==> config.mk <==
export PLATFORM = sky130hd
export DESIGN_NAME = pc_seq
export DESIGN_NICKNAME = d
export VERILOG_FILES = /design/src/rtl/pc_seq.sv
export SDC_FILE = /design/constraint.sdc
export NUM_CORES = 1
export LEC_CHECK = 0
export BUFFER_PORTS_ARGS = -buffer_cell sky130_fd_sc_hd__clkbuf_2
export CAP_MARGIN = 20
export CORE_UTILIZATION = 50
export DETAILED_ROUTE_END_ITERATION = 16
export PLACE_DENSITY = 0.69
export SYNTH_ARGS = -nofsm -noshare
export SYNTH_HDL_FRONTEND = slang
export SYNTH_SLANG_ARGS = --single-unit
==> constraint.sdc <==
create_clock -name clk -period 2.6 [get_ports clk]
set_input_delay 0.52 -clock clk [delete_from_list [all_inputs] [get_ports clk]]
set_output_delay 0.52 -clock clk [all_outputs]
set_load 0.1 [all_outputs]
==> src/rtl/pc_seq.sv <==
// -----------------------------------------------------------------------------
// pc_seq -- program counter sequencer with a return-address stack and a
// RUN/HALT control state.
//
// The pc is a plain register that drives the program memory address directly.
// On every enabled cycle in RUN it advances by exactly one of these actions,
// highest priority first: enter HALT, return, call, branch, increment.
//
// Ports:
//   clk       in   rising-edge clock for all state
//   reset     in   synchronous, active-high; overrides every other input
//   en        in   advance enable in RUN (0 = stall, requests dropped)
//   branch    in   jump request; rel selects relative (pc+target) or absolute
//   rel       in   qualifies branch
//   call      in   push pc+1 and jump to target (absolute)
//   ret       in   pop the return address into pc
//   target    in   [P_SIZE] jump/call target, two's-complement offset if rel
//   halt_req  in   enter HALT (pc and stack held)
//   resume    in   leave HALT, unless halt_req is also asserted
//   pc        out  [P_SIZE] registered program counter
//   halted    out  1 while in HALT; this is the state register made visible
//   ovf       out  sticky: call attempted with the stack full
//   unf       out  sticky: ret attempted with the stack empty
// -----------------------------------------------------------------------------
module pc_seq #(
    parameter int P_SIZE  = 6,
    parameter int S_DEPTH = 4
) (
    input  logic              clk,
    input  logic              reset,
    input  logic              en,
    input  logic              branch,
    input  logic              rel,
    input  logic              call,
    input  logic              ret,
    input  logic [P_SIZE-1:0] target,
    input  logic              halt_req,
    input  logic              resume,
    output logic [P_SIZE-1:0] pc,
    output logic              halted,
    output logic              ovf,
    output logic              unf
);

    // The stack pointer counts entries, so it needs to hold 0..S_DEPTH.
    localparam int SP_W = $clog2(S_DEPTH + 1);

    localparam logic [P_SIZE-1:0] PC_ONE = {{(P_SIZE-1){1'b0}}, 1'b1};
    localparam logic [SP_W-1:0]   SP_ONE = {{(SP_W-1){1'b0}}, 1'b1};
    localparam logic [SP_W-1:0]   SP_FULL = SP_W'(S_DEPTH);

    typedef enum logic {
        S_RUN  = 1'b0,
        S_HALT = 1'b1
    } state_t;

    state_t            state_q, state_d;
    logic [P_SIZE-1:0] pc_q, pc_d;
    logic [SP_W-1:0]   sp_q, sp_d;
    logic              ovf_q, ovf_d;
    logic              unf_q, unf_d;
    logic [P_SIZE-1:0] stack_q [S_DEPTH];
    logic [P_SIZE-1:0] stack_d [S_DEPTH];

    logic [P_SIZE-1:0] pc_inc;
    logic [SP_W-1:0]   sp_top;
    logic [P_SIZE-1:0] top_val;
    logic              stk_empty;
    logic              stk_full;
    logic              do_push;

    assign pc_inc    = pc_q + PC_ONE;
    assign sp_top    = sp_q - SP_ONE;
    assign stk_empty = (sp_q == '0);
    assign stk_full  = (sp_q == SP_FULL);

    // Read of the top entry. Only used when the stack is non-empty, so the
    // wrapped sp_top seen on an empty stack never reaches the pc.
    always_comb begin
        top_val = '0;
        for (int i = 0; i < S_DEPTH; i++) begin
            if (SP_W'(i) == sp_top) begin
                top_val = stack_q[i];
            end
        end
    end

    // Next-state / next-pc selection.
    always_comb begin
        state_d = state_q;
        pc_d    = pc_q;
        sp_d    = sp_q;
        ovf_d   = ovf_q;
        unf_d   = unf_q;
        do_push = 1'b0;

        case (state_q)
            S_RUN: begin
                if (en) begin
                    if (halt_req) begin
                        state_d = S_HALT;
                    end else if (ret) begin
                        if (!stk_empty) begin
                            pc_d = top_val;
                            sp_d = sp_top;
                        end else begin
                            unf_d = 1'b1;
                            pc_d  = pc_inc;
                        end
                    end else if (call) begin
                        if (!stk_full) begin
                            do_push = 1'b1;
                            sp_d    = sp_q + SP_ONE;
                            pc_d    = target;
                        end else begin
                            ovf_d = 1'b1;
                            pc_d  = pc_inc;
                        end
                    end else if (branch) begin
                        // A P_SIZE-bit add wraps modulo 2^P_SIZE, which is the
                        // same result as adding the sign-extended offset and
                        // truncating, so no explicit extension is needed.
                        pc_d = rel ? (pc_q + target) : target;
                    end else begin
                        pc_d = pc_inc;
                    end
                end
            end
            S_HALT: begin
                if (resume && !halt_req) begin
                    state_d = S_RUN;
                end
            end
            default: begin
                state_d = S_RUN;
            end
        endcase
    end

    // Stack write: the pushed return address lands in slot sp_q.
    always_comb begin
        stack_d = stack_q;
        for (int i = 0; i < S_DEPTH; i++) begin
            if (do_push && (SP_W'(i) == sp_q)) begin
                stack_d[i] = pc_inc;
            end
        end
    end

    always_ff @(posedge clk) begin
        if (reset) begin
            state_q <= S_RUN;
            pc_q    <= '0;
            sp_q    <= '0;
            ovf_q   <= 1'b0;
            unf_q   <= 1'b0;
        end else begin
            state_q <= state_d;
            pc_q    <= pc_d;
            sp_q    <= sp_d;
            ovf_q   <= ovf_d;
            unf_q   <= unf_d;
        end
    end

    // Stack contents are left unreset: an empty pop never reads them.
    always_ff @(posedge clk) begin
        stack_q <= stack_d;
    end

    assign pc     = pc_q;
    assign halted = (state_q == S_HALT);
    assign ovf    = ovf_q;
    assign unf    = unf_q;

endmodule

==> impl_metrics.py <==
metrics = {
    "status": {
        "status": "complete, no violations",
    },
    "drt": {
        "via_per_inst": 5.99,
        "wl_per_cell_um": 17.5,
        "dr.pass1.iters": 4,
        "antenna_left": 0,
        "finalWirelength_um": 5330,
        "vias": 1828,
        "drc": 0,
        "drt_iter0_drc": 122,
    },
    "sta": {
        "finalSetupTns_ns": 0,
        "period_share_pct": 83.5,
        "setup_viol": 0,
        "slew_headroom_pct": 62.2,
        "fin_ws_ns": 0.428,
        "skew_ns": 0.00961,
        "drv_slew": 0,
        "timing.fmax_ghz": 0.460,
        "finalCriticalPeriod_ns": 2.17,
        "finalHoldViolCount": 0,
        "rsz0062_at_grt": "no",
        "tightest_slew_ns": 0.562,
    },
    "global_route": {
        "antenna_found_initial": 0,
        "grt_max_degree": 15,
        "track_usage_pct": 23.9,
        "grt-ovfl-total": 0,
        "grt_pass1_vias": 1881,
        "grt_pass1_wl_um": 9000,
    },
    "yosys": {
        "async_flop_share_pct": 0,
        "ys_seq_area_share_pct": 41.8,
        "yosysTopAreaCell": "edfxtp_1",
        "yosysWarnings": 0,
        "synthCells": 227,
        "synth_top_cell_area_share_pct": 31.3,
        "yosys.cell_count.top_type": "edfxtp_1",
        "synth_fp_nets": 257,
        "synth.avg_cell_area_um2": 10.1,
        "synth_commonest_cells": "edfxtp_1, a21oi_1, nand2_1",
        "synth_flop_cell": "edfxtp_1",
        "synthesis.area_mm2": 0.00230,
        "synth_edf_count": 24,
        "synthTopCellsByArea": "edfxtp_1, dfxtp_1, ha_1, a21oi_1, nand2_1",
        "ys_ff_latch": 36,
        "synthDistinctLibCells": 65,
    },
    "worst_setup_path": {
        "timing.rr.start": "pc[0]",
        "r2r.worst_path.cells": 8,
        "crit_path_end_kind": "flip-flop",
        "critical_path.top_delay_family": "compound AO/OA/AOI/OAI gates",
        "rrSetupSlack_ns": 0.43,
        "critical_path.cell_chain": "ha_1 -> inv_1 -> fa_1 -> nor2b_1 -> o21ai_0 -> a2111oi_0 -> o31ai_1 -> a31oi_1",
        "critPathMaxFanout": 8,
        "cp.required_ns": 2.82,
        "slowest_delay_ns": 0.53,
        "critPathArrivalTime_ns": 2.39,
        "crit_buf_inv": 1,
        "critPathLaunch": "pc[0]",
        "reg2reg_to": "pc[4]",
        "worstSetupPathDepth": 8,
        "critPathKind": "reg -> reg",
        "cp_slowest_cell": "a2111oi_0",
        "endpoint": "pc[4]",
        "cp-start-kind": "flip-flop",
    },
    "floorplanning": {
        "die_w_um": 69.8,
        "io_pins": 24,
        "die_y_um": 69.8,
        "core_mm2": 0.00438,
        "die_area_mm2": 0.00487,
        "initial_core_util_pct": 52.5,
        "rows": 24,
    },
    "placed_design": {
        "numPlacedInstances": 297,
        "portBuffers": 23,
        "dp_hpwl_um": 3910,
        "placed_area_mm2": 0.00245,
        "gp_congestion": 0.825,
        "pre_cts_ws_ns": 0.304,
    },
    "clock_network": {
        "path_clk_slew_ns": 0.08,
        "cts_hold_buffers": 0,
        "cts_buffer_depth": 2,
        "clkLatencyLatePin_ns": 0.30,
        "cts_root_buffer": "clkbuf_8",
        "postCtsSetupBuffers": 0,
        "cts_max_level": 2,
        "clock_sinks": 36,
        "ctsResizeCount": 0,
        "cts_tree": "built",
        "numCtsBuffers": 5,
    },
    "cells_and_area": {
        "diodes": 0,
        "final_nets": 282,
        "fin_cells": 305,
        "area_growth_pct": 11.6,
        "drive_gt1_share_pct": 21.7,
        "design_area_mm2": 0.00257,
    },
    "power_and_ir_drop": {
        "powerDensity_mw_per_mm2": 555,
        "ir_drop_uv": 317,
        "power.total_mw": 1.42,
        "leakagePower_nw": 0.980,
    },
    "min_path": {
        "hold_path.class": "reg -> reg",
    },
    "run": {
        "cap_violations": 0,
    },
}
[worst min path at each step]
| stage | start | endpoint | slack [ns] | depth (start not counted) |
|---|---|---|---|---|
| after floorplan | sp_q[1] | sp_q[1] | 0.56 | 2 |
| after global placement | ovf | ovf | 0.45 | 2 |
| after detailed placement | unf | unf | 0.46 | 2 |
| after CTS | unf | unf | 0.48 | 2 |
| after global routing | ovf | ovf | 0.51 | 2 |
| final | unf | unf | 0.47 | 2 |
[per-layer routing]
layer / GRT usage, % / part of all wire [%] / vias up
met3: 3.05 / 3.1 / 11
met2: 37.0 / 46 / 53
met1: 32.1 / 48 / 865
met5: 0 / 0 / -
met4: 14.0 / 2.6 / 0
li1: - / - / 899
[cells in the final DEF, fill, tap and decap left out, drive strengths merged, types with 3 or more instances in the layout]
master | Yosys | routed
a2111oi | 4 | 4
a211oi | 5 | 5
a21o | 4 | 4
a21oi | 15 | 15
a22oi | 4 | 4
a31oi | 7 | 7
buf | 9 | 5
clkbuf | 1 | 28
dfxtp | 12 | 12
edfxtp | 24 | 24
ha | 14 | 14
inv | 15 | 15
nand2 | 16 | 16
nand2b | 6 | 6
nand3 | 6 | 6
nor2 | 14 | 14
nor2b | 5 | 5
nor3b | 4 | 4
nor4 | 3 | 3
o21ai | 14 | 14
xnor2 | 5 | 5
xor2 | 4 | 4
[worst min-delay path, delay by kind of cell (launching register included)]
family | cells | cell delay [ns]
AOI/OAI and AO/OA | 1 | 0.04
DFF | 1 | 0.33
and+or+nand+nor | 1 | 0.07
[cell families (layout without fill, tap and decap cells)]
| kind of cell | Yosys count | count (layout) | share of synthesized area (%) |
|---|---|---|---|
| multiplexers | 3 | 3 | 1.58 |
| AND/OR/NAND/NOR | 66 | 66 | 15.9 |
| XOR/XNOR | 9 | 9 | 3.75 |
| AO/OA/AOI/OAI | 73 | 73 | 23.2 |
| flip-flops | 36 | 36 | 41.8 |
| buffers and inverters | 25 | 51 | 5.28 |
| adder cells (fa/ha/maj) | 15 | 15 | 8.49 |
[stage by stage]
step,util (%),hold WS [ns]
CTS,58.5,0.481
detailed placement,56.0,0.463
finish,58.5,0.475
floorplan,-,0.562
global placement,56.0,0.451
global route,58.5,0.508
[area by class of cell]
class / count / area [µm²]
clock buffers: 5 / 68.8
multi-input cells: 166 / 1220
inverters: 15 / 56.3
flip-flops and latches: 36 / 963
clock inverters: 3 / 42.5
repair buffers: 28 / 153
fillers: 390 / 1820
well taps: 52 / 65.1
[sequential cells by signal (all words and copies together), names as in the netlist]
signal,count
halted,1
ovf,1
pc,6
sp_q,3
stack_q,24
unf,1
[where the power goes]
group	internal, mW	leakage [nW]	switching (mW)	total, mW
combinational	0.0911	0.610	0.189	0.280
clock	0.284	0.0541	0.218	0.501
sequential	0.624	0.316	0.0173	0.641
Power figures use the tool's default switching activity.
